File: src/rtl/handshake_pkg.sv
// Shared helpers for the elastic handshake blocks.
// Holds the ceil-log2 and index-width functions used to size arbiter index ports.
package handshake_pkg;

  function automatic int clog2(input int value);
    int result;
    result = 0;
    for (int v = value - 1; v > 0; v = v >> 1) begin
      result = result + 1;
    end
    return result;
  endfunction

  // A single requester still needs a one-bit index port.
  function automatic int HS_IDX_W(input int n);
    return (clog2(n) < 1) ? 1 : clog2(n);
  endfunction

endpackage

File: src/rtl/rr_priority_pick.sv
// Circular first-one finder: lowest set req bit at or after ptr, wrapping to 0.
// Scans a doubled request vector with the bits below ptr masked off.
module rr_priority_pick
  import handshake_pkg::*;
#(
  parameter int N     = 4,
  parameter int IDX_W = HS_IDX_W(N)
) (
  input  logic [N-1:0]     req,
  input  logic [IDX_W-1:0] ptr,
  output logic [IDX_W-1:0] gnt_idx,
  output logic             any
);

  logic [2*N-1:0] doubled;
  logic [2*N-1:0] masked;

  // The upper copy is never masked, so a set request is always found within N positions of ptr.
  always_comb begin
    doubled = {req, req};
    masked  = '0;
    for (int j = 0; j < 2*N; j++) begin
      masked[j] = doubled[j] && (j >= int'(ptr));
    end
    gnt_idx = '0;
    for (int j = 2*N - 1; j >= 0; j--) begin
      if (masked[j]) begin
        gnt_idx = (j >= N) ? IDX_W'(j - N) : IDX_W'(j);
      end
    end
    any = |req;
  end

endmodule

File: src/rtl/handshake_const_arbiter.sv
// Round-robin merge of dataless control tokens into one registered constant channel.
// Each accepted token emits its requester's table constant together with the requester index.
module handshake_const_arbiter
  import handshake_pkg::*;
#(
  parameter int                         N_IN        = 4,
  parameter int                         DATA_WIDTH  = 32,
  parameter logic [N_IN*DATA_WIDTH-1:0] CONST_TABLE = {32'd4, 32'd3, 32'd2, 32'd1},
  localparam int                        IDX_W       = HS_IDX_W(N_IN)
) (
  input  logic                  clk,
  input  logic                  rst,
  input  logic [N_IN-1:0]       ctrl_valid,
  output logic [N_IN-1:0]       ctrl_ready,
  output logic [DATA_WIDTH-1:0] outs,
  output logic [IDX_W-1:0]      outs_idx,
  output logic                  outs_valid,
  input  logic                  outs_ready
);

  logic             full;
  logic             load_en;
  logic             any;
  logic [IDX_W-1:0] ptr;
  logic [IDX_W-1:0] gnt;

  assign load_en    = !full || outs_ready;
  assign outs_valid = full;

  rr_priority_pick #(
    .N     (N_IN),
    .IDX_W (IDX_W)
  ) u_pick (
    .req     (ctrl_valid),
    .ptr     (ptr),
    .gnt_idx (gnt),
    .any     (any)
  );

  // No token is accepted while reset is held, so nothing can be lost across the reset edge.
  always_comb begin
    ctrl_ready = '0;
    if (rst && load_en && any) begin
      ctrl_ready[gnt] = 1'b1;
    end
  end

  // The pointer moves only on an accepted token; idle load cycles just drain the buffer.
  always_ff @(posedge clk) begin
    if (!rst) begin
      full     <= 1'b0;
      outs     <= '0;
      outs_idx <= '0;
      ptr      <= '0;
    end else if (load_en) begin
      if (any) begin
        outs     <= CONST_TABLE[int'(gnt)*DATA_WIDTH +: DATA_WIDTH];
        outs_idx <= gnt;
        full     <= 1'b1;
        ptr      <= (gnt == IDX_W'(N_IN - 1)) ? '0 : gnt + 1'b1;
      end else begin
        full <= 1'b0;
      end
    end
  end

endmodule

File: config.mk
export PLATFORM = sky130hd
export DESIGN_NAME = handshake_const_arbiter
export DESIGN_NICKNAME = d
export VERILOG_FILES = /design/src/rtl/handshake_pkg.sv /design/src/rtl/rr_priority_pick.sv /design/src/rtl/handshake_const_arbiter.sv
export SDC_FILE = /design/constraint.sdc
export NUM_CORES = 1
export LEC_CHECK = 0
export BUFFER_PORTS_ARGS = -buffer_cell sky130_fd_sc_hd__buf_4
export CORE_UTILIZATION = 36
export DETAILED_ROUTE_END_ITERATION = 8
export GPL_TIMING_DRIVEN = 1
export HOLD_SLACK_MARGIN = 0.1
export MAX_ROUTING_LAYER = met4
export PLACE_DENSITY = 0.74
export SYNTH_ARGS = -nofsm -noshare
export SYNTH_HDL_FRONTEND = slang
export SYNTH_SLANG_ARGS = --single-unit
File: constraint.sdc
create_clock -name clk -period 1.93 [get_ports clk]
set_clock_uncertainty 0.15 [all_clocks]
set_input_delay 0.193 -clock clk [delete_from_list [all_inputs] [get_ports clk]]
set_output_delay 0.193 -clock clk [all_outputs]
set_load 0.01 [all_outputs]
==> results of run 1 <==
[synth_stat cells]
| cell type | instances | area share |
|---|---|---|
| sky130_fd_sc_hd__and2b_1 | 1 | 0.011 |
| sky130_fd_sc_hd__nor2_1 | 4 | 0.022 |
| sky130_fd_sc_hd__inv_2 | 1 | 0.0055 |
| sky130_fd_sc_hd__nor2b_1 | 2 | 0.018 |
| sky130_fd_sc_hd__and3_1 | 4 | 0.037 |
| sky130_fd_sc_hd__buf_4 | 30 | 0.33 |
| sky130_fd_sc_hd__o22ai_1 | 1 | 0.0092 |
| sky130_fd_sc_hd__or2b_1 | 1 | 0.011 |
| sky130_fd_sc_hd__nand2_1 | 4 | 0.022 |
| sky130_fd_sc_hd__dfxtp_1 | 7 | 0.21 |
| sky130_fd_sc_hd__a21oi_1 | 2 | 0.015 |
| sky130_fd_sc_hd__conb_1 | 1 | 0.0055 |
| sky130_fd_sc_hd__o21ai_1 | 2 | 0.015 |
| sky130_fd_sc_hd__o21a_1 | 2 | 0.022 |
| sky130_fd_sc_hd__nor4b_4 | 1 | 0.035 |
| sky130_fd_sc_hd__or3_1 | 1 | 0.0092 |
| sky130_fd_sc_hd__buf_6 | 1 | 0.016 |
| sky130_fd_sc_hd__inv_1 | 3 | 0.016 |
| sky130_fd_sc_hd__o22ai_2 | 1 | 0.018 |
| sky130_fd_sc_hd__mux2i_1 | 3 | 0.044 |
| sky130_fd_sc_hd__clkbuf_1 | 1 | 0.0055 |
| sky130_fd_sc_hd__a21oi_2 | 2 | 0.026 |
| sky130_fd_sc_hd__nor4_2 | 1 | 0.018 |
| sky130_fd_sc_hd__a21boi_0 | 1 | 0.011 |
| sky130_fd_sc_hd__ha_1 | 4 | 0.073 |
[timing repair]
| action | in CTS | in global routing |
|---|---|---|
| hold buffers | 2 | 0 |
| endpoints found under the hold margin | 4 | 0 |
| gates resized for setup | 8 | 2 |
| setup endpoints to repair | 4 | 4 |
| cloned | 0 | 0 |
| pin swaps | 2 | 0 |
| buffers inserted | 1 | 0 |
[kinds of logic after synthesis]
group / after synthesis / synth area share
compound gates: 11 / 0.115
fa+ha+maj: 4 / 0.0733
simple gates: 19 / 0.183
mux: 3 / 0.0440
buf+inv: 36 / 0.374
flops: 7 / 0.205
other cells: 1 / 0.00549
[power groups by stage]
stage | Combinational, mW | Clock [mW] | Sequential, mW
after floorplan | 0.162 | 0 | 0.182
after global placement | 0.184 | 0 | 0.176
after detailed placement | 0.188 | 0 | 0.177
after CTS | 0.208 | 0.139 | 0.175
after global routing | 0.237 | 0.142 | 0.178
final | 0.212 | 0.135 | 0.176
[path summary, 6_finish.rpt]
| check | end | slack [ns] |
|---|---|---|
| setup reg to reg | ptr[1] | 0.17 |
| hold reg to reg | outs_idx[1] | 0.33 |
| setup / recovery | ctrl_ready[2] | -0.16 |
| hold / removal | outs_valid | 0.13 |
[routing by layer]
layer  up-vias  GRT usage
li1        248          -
met1       229      0.125
met2        26      0.189
met3         2     0.0238
met4         0     0.0727
met5         -          -
[sequential cells by signal, summed over array words and instances, names as in the netlist]
signal,count
outs_idx,2
outs,2
ptr,2
outs_valid,1
[worst reg2reg max path, cell delays in order, from the launching register on]
cell and delay (ns):
sky130_fd_sc_hd__dfxtp_4 0.36, sky130_fd_sc_hd__mux2i_1 0.20, sky130_fd_sc_hd__nor2_1 0.09, sky130_fd_sc_hd__or3_4 0.37, sky130_fd_sc_hd__ha_1 0.30, sky130_fd_sc_hd__mux2i_1 0.13, sky130_fd_sc_hd__nor2b_1 0.05
[metrics by stage]
stage	instance area, um2	setup TNS, ns	worst slack (ns)	hold slack (ns)
4_1_cts	806	-0.491	-0.126	0.134
3_5_place_dp	722	0	0.0206	0.332
2_1_floorplan	788	0	0.0926	0.223
6_report	811	-0.617	-0.163	0.133
3_3_place_gp	722	0	0.0478	0.315
5_1_grt	811	-0.860	-0.220	0.189
[area by class of cell]
cell class                 instances  area [um2]
clock buffer                       4        26.3
timing repair buffer              22         174
multi-input combinational         66         418
sequential                         7         144
tap                               25        31.3
fill                             164         935
inverter                           4        17.5
==> impl_metrics.ini, run 1 <==
[floorplan]
start_util = 0.391
floorplan.die.width_um = 45.6
core_um2 = 1750
row_count = 15
io_pins = 46
die-area_um2 = 2080
fp.dieH_um = 45.6

[synthesis]
syn_area_per_cell_um2 = 8.43
synth_warnings = 0
synth_area_um2 = 683
synthesis.instances = 81
netlist-cell-type-count = 25
synth_seq_area_share = 0.205
yosys_register_bits = 7

[setup_path]
worstSetupEndpointType = output pin
reg2regPathDepth = 6
timing.critical_path.cells = mux2i_1 -> nor2_1 -> or3_4 -> ha_2 -> and3_1 -> buf_4
cp.buffers_inverters = 1
setup.worst_path.start_class = register
path_delay_family = simple AND/OR/NAND/NOR gates
regToRegStartpoint = ptr[1]
crit_path_top_delay_cell = sky130_fd_sc_hd__or3_4
critPathMaxFanout = 5
cp_data_arrival_time_ns = 1.75
critical_path_source = ptr[1]
crit_required_ns = 1.59
critical_path_cell_count = 6
crit_type = register to output pin
slowest_delay_ns = 0.37

[power_and_ir_drop]
total_power_mw = 0.523
switching_share = 0.347
switchingPower_mw = 0.181
internal_power_mw = 0.341
power_frac_seq = 0.337
maximum_vdd_drop_mv = 0.297
combinationalPowerShare = 0.405
power-per-cell-area_nw_per_um2 = 645
p_leak_nw = 0.434
power.clock.fraction = 0.258

[final_layout]
num_antenna_cells = 0
mostFrequentLayoutCell = sky130_fd_sc_hd__conb_1
stdcell_count = 128
area_growth_pct = 18.7
post-route-util = 0.465
most-common-layout-cells = sky130_fd_sc_hd__conb_1, sky130_fd_sc_hd__buf_4, sky130_fd_sc_hd__dfxtp_1
drive_gt1_frac = 0.340
finalNetCount = 115

[grt]
globalRouteOverflowTotal = 0
number_of_global_route_vias_before_repair = 414
grt_usage = 0.115
wire_length_of_the_first_global_routing_pass_um = 1620
pin_count_of_the_biggest_net_entering_global_routing = 13
grt_antenna_before_repair = 0

[min_path]
holdPathStages = 3
min_from = ctrl_valid[2]
worst_hold_path_type = input pin to register

[routing]
route.met2.wl_um = 588
met3_routed_length_um = 79
detail_route.first_pass.iterations = 2
drc = 0
vias = 505
drt-wirelength-per-cell_um = 8.79
wl_met1_um = 453
routed.top_layer = met4
route.antenna.remaining_nets = 0
route.detailed.vias_per_inst = 3.95
drt-total-wl_um = 1130
dr.first_iter.drc_count = 4

[placed_design]
total_instance_count_after_detailed_placement = 121
dp_hpwl_um = 810
io_buffer_count = 16
place_congestion = 0.745

[cts]
cts_htree_levels = 1
cts-buffers-inserted = 3
later_pin_clock_latency_in_the_skew_report_ns = 0.25
cts_sinks = 7
clk_pin_slew_worst_paths_ns = 0.06
cts.path.max_buffers = 2
ctsRootBufferMaster = sky130_fd_sc_hd__clkbuf_4
cts_tree = done

[sta]
count_of_pins_over_their_slew_limit = 0
rsz0062_at_grt = yes
worst-slew-pin-transition_ns = 0.549
maxSlewHeadroom = 0.634
hold_violations = 0
fmax_mhz = 478
period_minus_slack_ns = 2.09
setup_viol = 4
postLayoutSetupSlackWorst_ns = -0.163
final_min_period_over_clock_period = 1.08

[job]
number_of_violations_of_the_max_capacitance_limit = 0

[run_status]
failing_checks = negative setup slack
status = finished with violations
No activity file was read; power rests on OpenSTA's default activity.
==> run 2: changes to the inputs <==
--- a/config.mk
+++ b/config.mk
@@ -6,12 +6,12 @@
 export NUM_CORES = 1
 export LEC_CHECK = 0
 export BUFFER_PORTS_ARGS = -buffer_cell sky130_fd_sc_hd__buf_4
-export CORE_UTILIZATION = 36
+export CORE_UTILIZATION = 40
 export DETAILED_ROUTE_END_ITERATION = 8
 export GPL_TIMING_DRIVEN = 1
 export HOLD_SLACK_MARGIN = 0.1
 export MAX_ROUTING_LAYER = met4
-export PLACE_DENSITY = 0.74
+export PLACE_DENSITY = 0.87
 export SYNTH_ARGS = -nofsm -noshare
 export SYNTH_HDL_FRONTEND = slang
 export SYNTH_SLANG_ARGS = --single-unit
==> constraint.sdc (replaced) <==
create_clock -name clk -period 2.2 [get_ports clk]
set_clock_uncertainty 0.15 [all_clocks]
set_input_delay 0.22 -clock clk [delete_from_list [all_inputs] [get_ports clk]]
set_output_delay 0.22 -clock clk [all_outputs]
set_load 0.01 [all_outputs]
==> impl_metrics.ini, run 2 (synthesized netlist as in run 1, its figures left out) <==
[floorplan]
start_util = 0.438
io_pins = 46
row_count = 14
fp.dieH_um = 43.3
floorplan.die.width_um = 43.3
die-area_um2 = 1880
core_um2 = 1560

[grt]
wire_length_of_the_first_global_routing_pass_um = 1790
pin_count_of_the_biggest_net_entering_global_routing = 13
grt_antenna_before_repair = 0
busiest_layer = met2
globalRouteOverflowTotal = 0
grt_usage = 0.135
gr-usage-met3 = 0.0255
met2_usage = 0.245
met1_usage = 0.124
number_of_global_route_vias_before_repair = 432

[placed_design]
dp_hpwl_um = 819
io_buffer_count = 16
place_congestion = 0.739

[setup_path]
cp_data_arrival_time_ns = 1.85
cp.buffers_inverters = 2
path_delay_family = simple AND/OR/NAND/NOR gates
slowest_delay_ns = 0.39
worstSetupEndpointType = output pin
regToRegStartpoint = ptr[1]
crit_path_top_delay_cell = sky130_fd_sc_hd__dfxtp_4
regToRegEndpoint = outs[2]
ff2ff_setup_slack_ns = 0.33
critPathMaxFanout = 5
crit_required_ns = 1.83
crit_type = register to output pin
setup.worst_path.start_class = register
timing.critical_path.cells = mux2i_4 -> nor2_4 -> or3_4 -> inv_4 -> ha_4 -> and3_4 -> buf_6
reg2regPathDepth = 9

[final_layout]
area_growth_pct = 28.0
final.fill_count = 134
post-route-util = 0.561
finalNetCount = 116
drive_gt1_frac = 0.433
seq_area_um2 = 144
mostFrequentLayoutCell = sky130_fd_sc_hd__conb_1
most-common-layout-cells = sky130_fd_sc_hd__conb_1, sky130_fd_sc_hd__buf_4, sky130_fd_sc_hd__dfxtp_1
num_antenna_cells = 0
largestRegisters = outs (2), outs_idx (2), ptr (2)
multi_input_area_um2 = 477

[sta]
count_of_pins_over_their_slew_limit = 0
period_minus_slack_ns = 2.22
worst-slew-pin-transition_ns = 0.605
fin_hold_ws_ns = 0.119
setup_viol = 2
hold_violations = 0
maxSlewHeadroom = 0.597
aggregate_negative_setup_slack_ns = -0.0194
final_min_period_over_clock_period = 1.01
fmax_mhz = 451
postLayoutSetupSlackWorst_ns = -0.0165
rsz0062_at_grt = yes

[routing]
drc = 10
drt-wirelength-per-cell_um = 11.9
route.antenna.remaining_nets = 0
detail_route.first_pass.iterations = 6
route.detailed.vias_per_inst = 4.47
drt-total-wl_um = 1430
dr.first_iter.drc_count = 22
vias = 536

[cts]
cts-buffers-inserted = 3
clk_pin_slew_worst_paths_ns = 0.06
cts_tree = done
ctsRootBufferMaster = sky130_fd_sc_hd__clkbuf_4
cts_sinks = 7
cts_htree_levels = 1
later_pin_clock_latency_in_the_skew_report_ns = 0.26
cts.path.max_buffers = 2

[run_status]
status = finished with violations
failing_checks = design-rule violations, negative setup slack

[power_and_ir_drop]
p_leak_nw = 0.440
power-per-cell-area_nw_per_um2 = 590
maximum_vdd_drop_mv = 0.268
total_power_mw = 0.516

[min_path]
hold_path_end = outs_idx[0]
worst_hold_path_type = input pin to register
min_from = rst
holdPathStages = 2

[job]
number_of_violations_of_the_max_capacitance_limit = 0
==> run 2: changes by cell type in the layout (fill, tap and decap cells not counted), moves of 2 or more <==
cell	previous run	this run
sky130_fd_sc_hd__ha_1	2	0
sky130_fd_sc_hd__and3_4	1	3
sky130_fd_sc_hd__and3_1	3	1
sky130_fd_sc_hd__buf_6	1	4
sky130_fd_sc_hd__ha_4	1	3
==> run 2: final cells by class <==
type / count / share of cell area
clock buffers: 4 / 0.0300
inverters: 4 / 0.0200
multi-input cells: 66 / 0.545
flip-flops and latches: 7 / 0.165
well taps: 16 / 0.0229
repair buffers: 23 / 0.217
==> run 2: stage by stage <==
step / cell area, um2 / worst slack, ns / cells
finish: 875 / -0.0165 / 120
detailed placement: 688 / 0.131 / 109
global placement: 688 / 0.196 / 109
global route: 875 / -0.0576 / 120
CTS: 748 / 0.00467 / 116
floorplan: 788 / 0.336 / 109
==> run 2: how the worst max path moves through the flow <==
stage,start,end,cells past startpoint
3_3_place_gp,ptr[1],ctrl_ready[2],6
5_1_grt,ptr[1],ctrl_ready[1],7
3_5_place_dp,ptr[1],ctrl_ready[3],7
6_report,ptr[1],ctrl_ready[1],7
2_1_floorplan,ptr[1],ctrl_ready[3],6
4_1_cts,ptr[1],ctrl_ready[3],7
==> run 2: report_power, final <==
| part | leakage (nW) | internal (mW) | switching [mW] |
|---|---|---|---|
| logic | 0.367 | 0.114 | 0.121 |
| registers | 0.0587 | 0.143 | 0.0164 |
| clock network | 0.0150 | 0.0695 | 0.0521 |
==> run 2: timing repair <==
item / CTS / global route
gates resized for setup: 3 / 22
setup endpoints to repair: 4 / 4
gates cloned: 0 / 0
pin swaps: 0 / 7
setup buffers: 2 / 4
hold buffers: 1 / 0
hold endpoints to repair: 1 / 0
==> run 2: metal layers <==
metal	vias up	part of all wire	wire, um
met5	-	0	0
met4	0	0.042	60
met3	6	0.063	90
met2	32	0.52	750
met1	246	0.37	529
li1	252	-	-
